### src/rtl/mem_stage_ctrl_pkg.sv
// Shared encodings for the MEM pipeline stage: write-back source select and access FSM states.
package mem_stage_ctrl_pkg;

  localparam logic [1:0] MTR_ALU = 2'b00;
  localparam logic [1:0] MTR_MEM = 2'b01;
  localparam logic [1:0] MTR_PC  = 2'b10;

  typedef enum logic {
    IDLE = 1'b0,
    WAIT = 1'b1
  } state_t;

endpackage

### src/rtl/mem_stage_ctrl_lb.sv
// Byte lane select and sign extension for lb; purely combinational.
module lb_extract (
  input  logic [31:0] word,
  input  logic [1:0]  offset,
  output logic [31:0] data
);

  logic [7:0] byte_sel;

  always_comb begin
    byte_sel = word[7:0];
    case (offset)
      2'd0: byte_sel = word[7:0];
      2'd1: byte_sel = word[15:8];
      2'd2: byte_sel = word[23:16];
      2'd3: byte_sel = word[31:24];
      default: byte_sel = word[7:0];
    endcase
  end

  assign data = {{24{byte_sel[7]}}, byte_sel};

endmodule

### src/rtl/mem_stage_ctrl.sv
// MEM stage: drives the data-memory req/ack access, stalls upstream while it is outstanding,
// aborts after TIMEOUT unacknowledged cycles and registers the MEM/WB bundle.
module mem_stage_ctrl
  import mem_stage_ctrl_pkg::*;
#(
  parameter int TIMEOUT = 16,
  parameter int CNT_W   = 5
) (
  input  logic        sysclk,
  input  logic        reset,
  input  logic        MEM_MemWrite,
  input  logic        MEM_MemRead,
  input  logic [1:0]  MEM_MemtoReg,
  input  logic        MEM_RegWrite,
  input  logic        MEM_lbflag,
  input  logic [31:0] MEM_out,
  input  logic [31:0] MEM_PC_next,
  input  logic [4:0]  MEM_Write_Register,
  input  logic [31:0] MEM_Write_Data,
  output logic        dmem_req,
  output logic        dmem_we,
  output logic [31:0] dmem_addr,
  output logic [31:0] dmem_wdata,
  input  logic        dmem_ack,
  input  logic [31:0] dmem_rdata,
  output logic        mem_stall,
  output logic        WB_RegWrite,
  output logic [4:0]  WB_Write_Register,
  output logic [31:0] WB_Write_Data,
  output logic        mem_err
);

  state_t            state;
  logic [CNT_W-1:0]  cnt;
  logic              access;
  logic              misalign;
  logic              abort;
  logic [31:0]       lb_data;
  logic [31:0]       wb_data;
  logic              wb_we;

  assign access   = MEM_MemRead | MEM_MemWrite;
  assign misalign = access & ~MEM_lbflag & (MEM_out[1:0] != 2'b00);
  // Abort cycle drops req so the instruction retires (without writing) this cycle.
  assign abort    = (state == WAIT) && (cnt == CNT_W'(TIMEOUT));

  assign dmem_req   = access & ~misalign & ~abort;
  assign dmem_we    = MEM_MemWrite;
  assign dmem_addr  = {MEM_out[31:2], 2'b00};
  assign dmem_wdata = MEM_Write_Data;
  assign mem_stall  = reset & dmem_req & ~dmem_ack;

  lb_extract u_lb (
    .word   (dmem_rdata),
    .offset (MEM_out[1:0]),
    .data   (lb_data)
  );

  always_comb begin
    wb_data = MEM_out;
    case (MEM_MemtoReg)
      MTR_PC:  wb_data = MEM_PC_next;
      MTR_MEM: wb_data = MEM_lbflag ? lb_data : dmem_rdata;
      default: wb_data = MEM_out;
    endcase
  end

  assign wb_we = MEM_RegWrite & ~misalign & ~abort & (MEM_Write_Register != 5'd0);

  always_ff @(posedge sysclk) begin
    if (!reset) begin
      state             <= IDLE;
      cnt               <= '0;
      WB_RegWrite       <= 1'b0;
      WB_Write_Register <= 5'd0;
      WB_Write_Data     <= 32'd0;
      mem_err           <= 1'b0;
    end else begin
      case (state)
        IDLE: begin
          if (dmem_req && !dmem_ack) begin
            state <= WAIT;
            cnt   <= CNT_W'(1);
          end
        end
        WAIT: begin
          if (abort || dmem_ack) begin
            state <= IDLE;
            cnt   <= '0;
          end else begin
            cnt <= cnt + CNT_W'(1);
          end
        end
        default: begin
          state <= IDLE;
          cnt   <= '0;
        end
      endcase

      mem_err <= mem_err | misalign | abort;

      // Bubble while stalled so a held load is written exactly once.
      if (mem_stall) begin
        WB_RegWrite       <= 1'b0;
        WB_Write_Register <= 5'd0;
        WB_Write_Data     <= 32'd0;
      end else begin
        WB_RegWrite       <= wb_we;
        WB_Write_Register <= MEM_Write_Register;
        WB_Write_Data     <= wb_data;
      end
    end
  end

endmodule

### config.mk
export PLATFORM = sky130hd
export DESIGN_NAME = mem_stage_ctrl
export DESIGN_NICKNAME = d
export VERILOG_FILES = /design/src/rtl/mem_stage_ctrl_pkg.sv /design/src/rtl/mem_stage_ctrl_lb.sv /design/src/rtl/mem_stage_ctrl.sv
export SDC_FILE = /design/constraint.sdc
export NUM_CORES = 1
export LEC_CHECK = 0
export ABC_AREA = 1
export CAP_MARGIN = 5
export CORE_UTILIZATION = 35
export DETAILED_ROUTE_END_ITERATION = 10
export PLACE_DENSITY = 0.88
export SLEW_MARGIN = 20
export SYNTH_ARGS = -nofsm -noshare
export SYNTH_HDL_FRONTEND = slang
export SYNTH_HIERARCHICAL = 1
export SYNTH_SLANG_ARGS = --single-unit
### constraint.sdc
create_clock -name sysclk -period 2.7 [get_ports sysclk]
set_clock_uncertainty 0.15 [all_clocks]
set_input_delay 0.54 -clock sysclk [delete_from_list [all_inputs] [get_ports sysclk]]
set_output_delay 0.54 -clock sysclk [all_outputs]
set_load 0.005 [all_outputs]
==> results_dict.tcl, run 1 <==
set metrics [dict create \
    maxCapViolations 0 \
    timing.setup.tns_ns 0 \
    die-area_um2 9990 \
    cts_tree "done" \
    start_util_pct 36.2 \
    yosys_register_bits 45 \
    htreeDepth 2 \
    yosysSeqAreaShare_pct 26.8 \
    first_global_vias 3268 \
    drt_wl_total_um 11900 \
    setup_viol 0 \
    dr.pass1.iters 5 \
    timing.final.max_slew_violations 0 \
    criticalPathCategory "input port to primary output" \
    synthTopCellsByArea "dfxtp_1 27%, buf_4 20%, o21ai_0 14%" \
    p_clk_share_pct 24.4 \
    antenna_found_initial 0 \
    r2r_setup_slack_ns 0.89 \
    yosysWarnings 6 \
    rr_worst_depth 8 \
    yosysTopAreaCell "dfxtp_1" \
    rsz0062_at_grt "no" \
    die_h_um 100 \
    synth_cell_types 30 \
    synthFlopType "dfxtp_1" \
    post_cts_buffers 0 \
    drc 0 \
    vias 3445 \
    gp_congestion 0.813 \
    placedCellCount 679 \
    synth.most_common_cell "o21ai_0" \
    ioPinCount 248 \
    synth_area_um2 3360 \
    r2r-start "cnt[0]" \
    status "complete, no violations" \
    cts_buffers 5 \
    grt-ovfl-total 0 \
    endpoint_kind "primary output" \
    rr_endpoint "WB_Write_Data[11]" \
    hold_path_class "flop to flop" \
    min_period_over_period_pct 98.0 \
    leakagePower_nw 1.78 \
    vias_per_cell 5.01 \
    finalHoldViolations 0 \
    fin_cells 687 \
    cp.required_ns 2.01 \
    synth_cells 467 \
    min_from "mem_err" \
    max_freq_mhz 378 \
    syn_area_per_cell_um2 7.19 \
    p_sw_share_pct 32.2 \
    diodes 0 \
    cp.arrival_ns 1.96 \
    core_um2 9280 \
    io_buffers 181 \
    p_switching_w 0.000609 \
    dpl.hpwl_um 9280 \
    power_density_nw_per_um2 399 \
    vdd_drop_max_mv 0.187 \
    fp-row-count 35 \
    area_growth_pct 41.1 \
    yosys-top-cells-count "91 x o21ai_0, 89 x buf_4, 55 x nor2_1" \
    clock_sinks 45 \
    drive_gt1_share_pct 9.68 \
    grtUsageTotal_pct 22.9 \
    async_flop_share_pct 0 \
    pwr-share-seq_pct 38.7 \
    synth_top_area_share_pct 26.8 \
    grt_pass1_wl_um 17400 \
    p_int_w 0.00128 \
    drtAntennaViolNets 0 \
    post_drt_wl_per_cell_um 17.3 \
    hold_depth 2 \
    final_nets 703 \
    clkLatencyLatePin_ns 0.30 \
    holdPathEnd "mem_err" \
    die_w_um 100 \
    post-route-min-period_ns 2.65 \
    grt_max_degree 35 \
    clk_pin_slew_worst_paths_ns 0.10 \
    cp_max_fo 2 \
    power_frac_comb_pct 36.9 \
    clockRootBuffer "clkbuf_8" \
    drt-initial-drc-count 182 \
    cts_buffer_depth 2 \
    critPathLaunchType "input port" \
    synth_edf_count 0 \
]
## flip-flops by register name (all words and copies together) (netlist names)
signal / cells
mem_err: 1
state: 1
cnt: 5
WB_RegWrite: 1
WB_Write_Register: 5
WB_Write_Data: 32
## layout by cell type, fill, tap and decap left out, types with 4 or more instances in the layout
| cell type | n |
|---|---|
| buf_4 | 15 |
| nand2_1 | 17 |
| clkbuf_8 | 5 |
| nand3_1 | 32 |
| nand4_1 | 9 |
| nor2_1 | 54 |
| o21ai_0 | 91 |
| dfxtp_1 | 45 |
| nor2_4 | 18 |
| clkdlybuf4s50_1 | 181 |
| a21oi_1 | 36 |
| ha_1 | 4 |
| nor2_2 | 6 |
| o21ai_1 | 8 |
| inv_1 | 18 |
## how the worst max path moves through the flow
stage / start / end / slack (ns) / cells after the start
detailed placement: MEM_out[1] / mem_stall / 0.04 / 7
finish: MEM_out[1] / mem_stall / 0.05 / 7
global placement: MEM_out[1] / mem_stall / 0.05 / 7
floorplan: MEM_out[1] / WB_Write_Data[16] / 0.36 / 9
CTS: MEM_out[1] / mem_stall / 0.03 / 7
global route: MEM_out[1] / mem_stall / 0.0002 / 7
## cells by family (layout without fill, tap and decap cells)
logic type | after synthesis | count (layout) | share of synthesized area, %
buffers and inverters | 137 | 227 | 27.5
other | 1 | 2 | 0.112
DFF | 45 | 45 | 26.8
xor gates and xnor gates | 2 | 2 | 0.522
adders and majority gates | 4 | 4 | 1.49
and+or+nand+nor | 141 | 141 | 23.0
AOI/OAI and AO/OA | 137 | 137 | 20.6
## layer usage
metal  part of all wire, %  GRT usage (%)
met1                    39           26.3
met2                    50           42.1
met3                   8.0           5.01
met4                   2.7           7.69
met5                     0              0
## power groups by stage
stage               clock network [W]  registers (W)  logic [W]
floorplan                           0       0.000752   0.000405
global placement                    0       0.000745   0.000681
detailed placement                  0       0.000748   0.000696
CTS                          0.000478       0.000732   0.000700
global route                 0.000497       0.000736   0.000757
finish                       0.000462       0.000732   0.000698
## critical path, stage by stage
cell             delay (ns)
clkdlybuf4s50_1        0.44
nor2_2                 0.14
nor2_1                 0.07
nor2_4                 0.11
nand3_4                0.07
nor2_1                 0.09
clkdlybuf4s50_1        0.50
## per-stage QoR
stage	hold WS, ns	total power, W	setup WS [ns]	instance area (um^2)	utilization (%)
floorplan	0.316	0.00116	0.358	3360	-
global placement	0.315	0.00143	0.0467	4640	50.0
detailed placement	0.326	0.00144	0.0418	4640	50.0
CTS	0.355	0.00191	0.0312	4740	51.0
global route	0.386	0.00199	0.000180	4740	51.1
finish	0.344	0.00189	0.0527	4740	51.1
## final cells by class
| cell class | count | area (um^2) |
|---|---|---|
| inverter | 21 | 78.8 |
| clock inverter | 3 | 25.0 |
| multi-input combinational | 286 | 1540 |
| clock buffer | 5 | 68.8 |
| tap | 129 | 161 |
| timing repair buffer | 198 | 1960 |
| fill | 862 | 4540 |
| sequential | 45 | 901 |
## timing repair
item,CTS,global route
resized for setup,0,1
endpoints found under the setup margin,0,1
hold buffers,0,0
Note: power is estimated with default switching activity, not from simulation.
==> inputs of run 2 (changes only) <==
Settings changed: CAP_MARGIN 5 to 25, CORE_AREA from default to 2 2 95 97, CORE_UTILIZATION 35 to default, DIE_AREA from default to 0 0 97 99, DONT_BUFFER_PORTS from default to 1, PLACE_DENSITY 0.88 to 0.6, SYNTH_HIERARCHICAL 1 to default.
==> run 2 against run 1 <==
Against the previous run:
- hold slack got worse by 0.17 ns
- sequential cell count unchanged
- non-clock buffer count decreased by 194
- synthesized cell count increased by 4.7%
- cell area decreased by 36%
- combinational power decreased by 53%
- clock power increased by 17%
- clock-buffer cell count unchanged
- wire length decreased by 16%
- sequential share of layout area increased by 11 points
- total power decreased by 15%
- critical endpoint unchanged
- largest power group unchanged
==> results_dict.tcl, run 2 <==
set metrics [dict create \
    p_total_w 0.00161 \
    yosysSeqAreaShare_pct 26.7 \
    post_drt_wl_per_cell_um 19.2 \
    synthFlopType "dfxtp_1" \
    power_frac_comb_pct 20.2 \
    vias 2704 \
    synth.most_common_cell "nor2_1" \
    vias_per_cell 5.20 \
    synth_cells 489 \
    diodes 0 \
    p_switching_w 0.000497 \
    critPathLaunchType "flop" \
    ctsHoldBuffers 0 \
    synth_cell_types 25 \
    area_growth_pct -10.5 \
    post_cts_buffers 0 \
    core_um2 8550 \
    endpoint_kind "primary output" \
    cp.arrival_ns 1.73 \
    hold_depth 2 \
    largest_reg_flops 32 \
    die_h_um 99 \
    ctsResizeCount 0 \
    drt-initial-drc-count 83 \
    finalHoldViolations 0 \
    yosysWarnings 0 \
    maxCapViolations 0 \
    clk_pin_slew_worst_paths_ns 0.11 \
    yosysTopAreaCell "dfxtp_1" \
    status "complete, no violations" \
    post-route-min-period_ns 2.42 \
    fin_cells 520 \
    io_buffers 0 \
    cp_max_fo 18 \
    die-area_um2 9600 \
    grt-ovfl-total 0 \
    clockRootBuffer "clkbuf_8" \
    final_common_cell "nor2_1" \
    timing.setup.tns_ns 0 \
    criticalPathCategory "flop to primary output" \
    final_cell_mix "85 x nor2_1, 70 x nand2_1, 45 x dfxtp_1" \
    syn_area_per_cell_um2 6.90 \
    dpl.hpwl_um 7630 \
    grtUsageTotal_pct 19.7 \
    p_int_w 0.00111 \
    drtAntennaViolNets 0 \
    cts_buffer_depth 2 \
    holdPathEnd "WB_Write_Register[4]" \
    grt_pass1_wl_um 14700 \
    drc 0 \
    grt_max_degree 39 \
    start_util_pct 39.5 \
    drt_wl_total_um 9980 \
    hold_path_class "input port to flop" \
    synth_top_area_share_pct 26.7 \
    fp-row-count 34 \
    min_from "MEM_Write_Register[4]" \
    rr_endpoint "WB_Write_Data[31]" \
    synthTopCellsByArea "dfxtp_1 27%, buf_4 15%, nor2_1 9.5%" \
    yosys_register_bits 45 \
    synth_edf_count 0 \
    cts_buffers 5 \
    yosys-top-cells-count "85 x nor2_1, 70 x nand2_1, 67 x buf_4" \
    top_register "WB_Write_Data" \
    leakagePower_nw 1.25 \
    largestRegisters "WB_Write_Data (32), WB_Write_Register (5), cnt (5)" \
    antenna_found_initial 0 \
    p_sw_share_pct 30.9 \
    first_global_vias 2600 \
    clock_sinks 45 \
    synth_area_um2 3370 \
    power_density_nw_per_um2 534 \
    pwr-share-seq_pct 46.2 \
    htreeDepth 2 \
    rsz0062_at_grt "no" \
    whs_ns 0.175 \
    rr_worst_depth 9 \
    setup_viol 0 \
    async_flop_share_pct 0 \
    timing.final.max_slew_violations 0 \
    cp.required_ns 2.01 \
    die_w_um 97 \
    gp_congestion 0.826 \
    final_nets 557 \
    cts_tree "done" \
    max_freq_mhz 412 \
    min_period_over_period_pct 89.8 \
    vdd_drop_max_mv 0.224 \
    dr.pass1.iters 5 \
    placedCellCount 512 \
    drive_gt1_share_pct 23.5 \
    clkLatencyLatePin_ns 0.31 \
    p_clk_share_pct 33.6 \
    ioPinCount 248 \
    r2r_setup_slack_ns 0.71 \
    r2r-start "cnt[0]" \
]
run 2: layout make-up:
type	count	area (um^2)
fill	937	5530
multi-input combinational	330	1730
sequential	45	901
tap	108	135
inverter	25	93.8
clock buffer	5	68.8
clock inverter	3	46.3
timing repair buffer	4	42.5
run 2: worst max path at each step:
stage / startpoint / endpoint / depth (start not counted)
6_report: cnt[0] / mem_stall / 7
5_1_grt: cnt[0] / mem_stall / 7
4_1_cts: cnt[0] / mem_stall / 7
3_5_place_dp: cnt[0] / mem_stall / 7
3_3_place_gp: cnt[0] / mem_stall / 7
2_1_floorplan: cnt[0] / mem_stall / 8
run 2: logic make-up (layout without fill, tap and decap cells):
family,after synthesis,after routing,synth area share (%)
other,1,2,0.111
flip-flops,45,45,26.7
AND/OR/NAND/NOR,245,245,35.0
adder cells (fa/ha/maj),4,4,1.48
AO/OA/AOI/OAI,79,79,14.6
buffers and inverters,115,37,22.1
run 2: power by group through the flow:
stage                     combinational (W)  sequential [W]  clock (W)
after floorplan                    0.000367        0.000752          0
after detailed placement           0.000327        0.000761          0
after global routing               0.000365        0.000749   0.000579
after global placement             0.000320        0.000760          0
final                              0.000325        0.000745   0.000542
after CTS                          0.000328        0.000746   0.000557
run 2: worst max-delay path, cell delays in order, from the launching register on:
cell	delay (ns)
dfxtp_1	0.39
inv_1	0.09
ha_1	0.21
nand3_2	0.10
nor2_4	0.05
nor2_4	0.18
nand2_4	0.21
nor2_1	0.19
run 2: routing by layer:
| metal | vias to the layer above | GRT usage [%] | wire, um |
|---|---|---|---|
| met5 | - | 0 | 0 |
| met4 | 0 | 6.61 | 230 |
| met3 | 21 | 5.39 | 879 |
| met2 | 145 | 37.0 | 5220 |
| met1 | 1207 | 21.3 | 3660 |
| li1 | 1331 | - | - |
run 2: metrics by stage:
step / setup slack (ns) / instance area (um^2) / util, %
floorplan: 0.766 / 3380 / -
CTS: 0.260 / 3020 / 35.3
global placement: 0.666 / 2900 / 34.0
global route: 0.155 / 3020 / 35.3
finish: 0.275 / 3020 / 35.3
detailed placement: 0.626 / 2900 / 34.0
==> RTL change 1, RTL diff (flow settings as in run 1) <==
Reset style: asynchronous (`reset`), changed in one clocked block.
--- a/src/rtl/mem_stage_ctrl.sv
+++ b/src/rtl/mem_stage_ctrl.sv
@@ -69,3 +69,3 @@
 
-  always_ff @(posedge sysclk) begin
+  always_ff @(posedge sysclk or negedge reset) begin
     if (!reset) begin
Behaviour: differs if reset is asserted again (counterexample within 4 cycles, from zero or initial values and one cycle with reset low); with reset held inactive, the same outputs for 10 cycles.
==> RTL change 1 against run 1 <==
  * Area after synthesis up 14%
  * Design area up 9.6%
  * Largest cell class unchanged
  * Global-route usage down 2.6 points
  * Wire length down 4.4%
  * Power up 8.5%
  * Worst setup slack better by 0.0030 ns
  * Largest power group is now combinational logic
  * Sequential cell count unchanged
==> RTL change 1: results (changes against run 1) <==
* Status: finished, final reports clean (unchanged)
* Logic pwr share at 39.3% (was 36.9%)
* Crit start category: input pin (unchanged)
* Asr flop ratio synth at 100% (was 0%)
* Top cells by count, synth: nand2_1, buf_4, inv_1 (was o21ai_0, buf_4, nor2_1)
* Placed cells at 784 (was 679)
* Share of cells above drive strength 1 at 10.8% (was 9.68%)
* LEAKAGE at 2.52 nW (was 1.78 nW)
* Gpl congestion at 0.774 (was 0.813)
* Sequential area share after synthesis at 29.4% (was 26.8%)
* P_comb at 806 µW (was 698 µW)
* DP Worst Slack at -0.0152 ns (was 0.0418 ns)
* Maximum VDD drop at 222 µV (was 187 µV)
* Mapped Avg Cell Area at 6.75 µm² (was 7.19 µm²)
* Largest net degree at the start of global routing at 66 (was 35)
* # fillers at 1075 (was 862)
* # nets final at 801 (was 703)
* Clk pwr share at 22.5% (was 24.4%)
* DR vias/cell at 4.52 (was 5.01)
* Reg-to-reg endpoint: WB_Write_Register[1] (was WB_Write_Data[11])
* Worst Setup EP: dmem_req (was mem_stall)
* Worst flop-to-flop path startpoint: cnt[0] (unchanged)
* Vias in the first global route at 3539 (was 3268)
* HPWL after detailed placement at 8770 µm (was 9280 µm)
* Hold Crit Class: in -> async (was reg -> reg)
* Avg WL per Cell at 14.4 µm (was 17.3 µm)
* Netlist cell types at 23 (was 30)
* Worst Reg-to-Reg Cells at 9 (was 8)
* Synth area leaders: dfrtp_1, buf_4, nand2_1 (was dfxtp_1, buf_4, o21ai_0)
* Global-route wire length before repair at 17800 µm (was 17400 µm)
* Iter 0 DRT Violations at 152 (was 182)
RTL change 1: changes by cell type after synthesis, sizes merged, moves of 32 or more:
| cell | delta |
|---|---|
| nand2 | +76 |
| o21ai | -97 |
| nor2 | -32 |
| inv | +64 |
| or2 | +34 |
| dfxtp | -45 |
| dfrtp | +45 |
RTL change 1: what timing repair did:
item / in CTS / in global routing
pin swaps: 1 / 2
gates resized for setup: 1 / 0
endpoints found under the setup margin: 1 / 1
RTL change 1: cell families after synthesis:
kind of cell | synth area share (%)
AND/OR/NAND/NOR | 29.8
buffers and inverters | 29.9
AO/OA/AOI/OAI | 9.05
flip-flops | 29.4
adder cells (fa/ha/maj) | 1.31
XOR/XNOR | 0.457
other | 0.0979
RTL change 1: stage by stage:
| stage | instance area (µm²) | setup TNS, ns | hold WS [ns] | utilization, % |
|---|---|---|---|---|
| detailed placement | 5100 | -0.0152 | 0.316 | 48.8 |
| finish | 5190 | 0 | 0.202 | 49.6 |
| floorplan | 3830 | 0 | 0.0944 | - |
| global route | 5190 | 0 | 0.266 | 49.6 |
| global placement | 5100 | 0 | 0.301 | 48.8 |
| CTS | 5190 | 0 | 0.220 | 49.6 |
RTL change 1: area by class of cell:
cell class / count / share of cell area (%)
inverter: 84 / 6.07
sequential: 45 / 21.7
clock buffer: 5 / 1.32
timing repair buffer: 196 / 37.1
tap: 136 / 3.28
multi-input combinational: 323 / 30.1
clock inverter: 3 / 0.482
RTL change 1: metal layers:
layer / GRT usage [%] / part of all wire [%] / up-vias
met5: 0 / 0 / -
met4: 5.28 / 1.6 / 0
met3: 3.71 / 6.4 / 28
met2: 37.2 / 50 / 123
met1: 24.3 / 42 / 1591
li1: - / - / 1839
==> RTL change 2, RTL diff (config.mk and constraints of run 1) <==
Made on the original files. Set the parameter `CNT_W` to 10 (it was 5).
--- a/src/rtl/mem_stage_ctrl.sv
+++ b/src/rtl/mem_stage_ctrl.sv
@@ -6,3 +6,3 @@
   parameter int TIMEOUT = 16,
-  parameter int CNT_W   = 5
+  parameter int CNT_W   = 10
 ) (
Formal check against the unedited RTL: no difference found for any inputs over 10 cycles, from zero or initial values and one cycle with reset low; that may be too few to reach the edited logic, so the function may still have changed.
==> RTL change 2 against run 1 <==
  * Cell count grew 11%
  * Sequential cell count increased by 5
  * Power is 6.9% higher
  * Highest routed layer unchanged
  * Worst setup slack better by 0.077 ns
  * Area after synthesis rose by 11%
  * Design area is 9.3% higher
  * Combinational power grew 3.3%
  * Hold slack gained 0.0061 ns
  * Global-route usage decreased by 0.82 points
  * Synthesized cell count up 15%
  * Wire length up 5.3%
==> RTL change 2: results (changes against run 1) <==
* Critical path origin: MEM_MemRead (was MEM_out[1])
* Post-synthesis adder-cell area fraction at 1.34% (was 1.49%)
* Share of cells above drive strength 1 at 10.3% (was 9.68%)
* # fillers at 996 (was 862)
* Placed cells at 756 (was 679)
* Num Clock Sinks at 50 (was 45)
* # nets final at 774 (was 703)
* Multi-input comb cells at 343 (was 286)
* Sequential area share after synthesis at 26.8% (about the same)
* Worst Setup EP: dmem_req (was mem_stall)
* Non-clock buffer count at 202 (was 198)
* Status: finished, final reports clean (unchanged)
* # resized after CTS at 1 (was 0)
* Min Tclk post-route at 2.57 ns (was 2.65 ns)
* Iter 0 DRT Violations at 171 (was 182)
* Top cells by count, synth: o21ai_0, buf_4, nor2_1 (unchanged)
* Overall routing resource usage at 22.1% (was 22.9%)
* Largest family of logic cells by synthesized area: simple AND/OR/NAND/NOR gates (was buffers and inverters)
* Multi-input gate area at 1800 µm² (was 1540 µm²)
* Reg-to-reg endpoint: WB_Write_Data[9] (was WB_Write_Data[11])
* Met2 Resource Use GR at 40.2% (was 42.1%)
* Mapped Avg Cell Area at 6.98 µm² (was 7.19 µm²)
* HPWL after detailed placement at 9950 µm (was 9280 µm)
* Clk tree area frac at 1.93% (was 1.98%)
* Met3 Track Usage GR at 5.38% (was 5.01%)
* GR met1 Demand/Resource at 26.6% (was 26.3%)
* NonClk Buf Share at 38.9% (was 41.4%)
* CP Data Arrival Time at 1.88 ns (was 1.96 ns)
* Compound-Gate Fraction of Synth Area at 19.5% (was 20.6%)
* Vias at 3805 (was 3445)
* Maximum VDD drop at 192 µV (was 187 µV)
* Netlist cell types at 26 (was 30)
* Storage cell area at 1000 µm² (was 901 µm²)
* Final Util at 50.2% (was 51.1%)
* Post-Syn Instances at 535 (was 467)
* # clk buffers at 6 (was 5)
* Xor-xnor portion of the synthesized cell area at 0% (was 0.521%)
* Hold WS at 0.350 ns (was 0.344 ns)
* Post-route insts no fill at 765 (was 687)
* Top Registers: WB_Write_Data x32, cnt x10, WB_Write_Register x5 (was WB_Write_Data x32, WB_Write_Register x5, cnt x5)
-- RTL change 2: changes by cell type after synthesis, sizes merged, moves of 4 or more --
cell and change:
buf -6, nand3 +7, nand2 +27, inv +6, a21oi +6, o21ai +4, clkbuf +7, nor2 +14
dfxtp +5
-- RTL change 2: worst reg2reg max path, delay by kind of cell (launching register included) --
family,cells,cell delay (ns)
AND/OR/NAND/NOR,6,0.54
buffers and inverters,3,0.46
flip-flops,1,0.39
adder cells (fa/ha/maj),1,0.19
-- RTL change 2: power by group --
| part | switching, mW | total (mW) | internal (mW) | leakage [nW] |
|---|---|---|---|---|
| registers | 0.0150 | 0.804 | 0.789 | 0.412 |
| clock network | 0.286 | 0.498 | 0.212 | 0.0514 |
| logic | 0.328 | 0.721 | 0.393 | 1.50 |
-- RTL change 2: metal layers --
layer	part of all wire [%]	wire (µm)
met1	40	5010
met2	51	6390
met3	8.2	1030
met4	0.84	105
met5	0	0
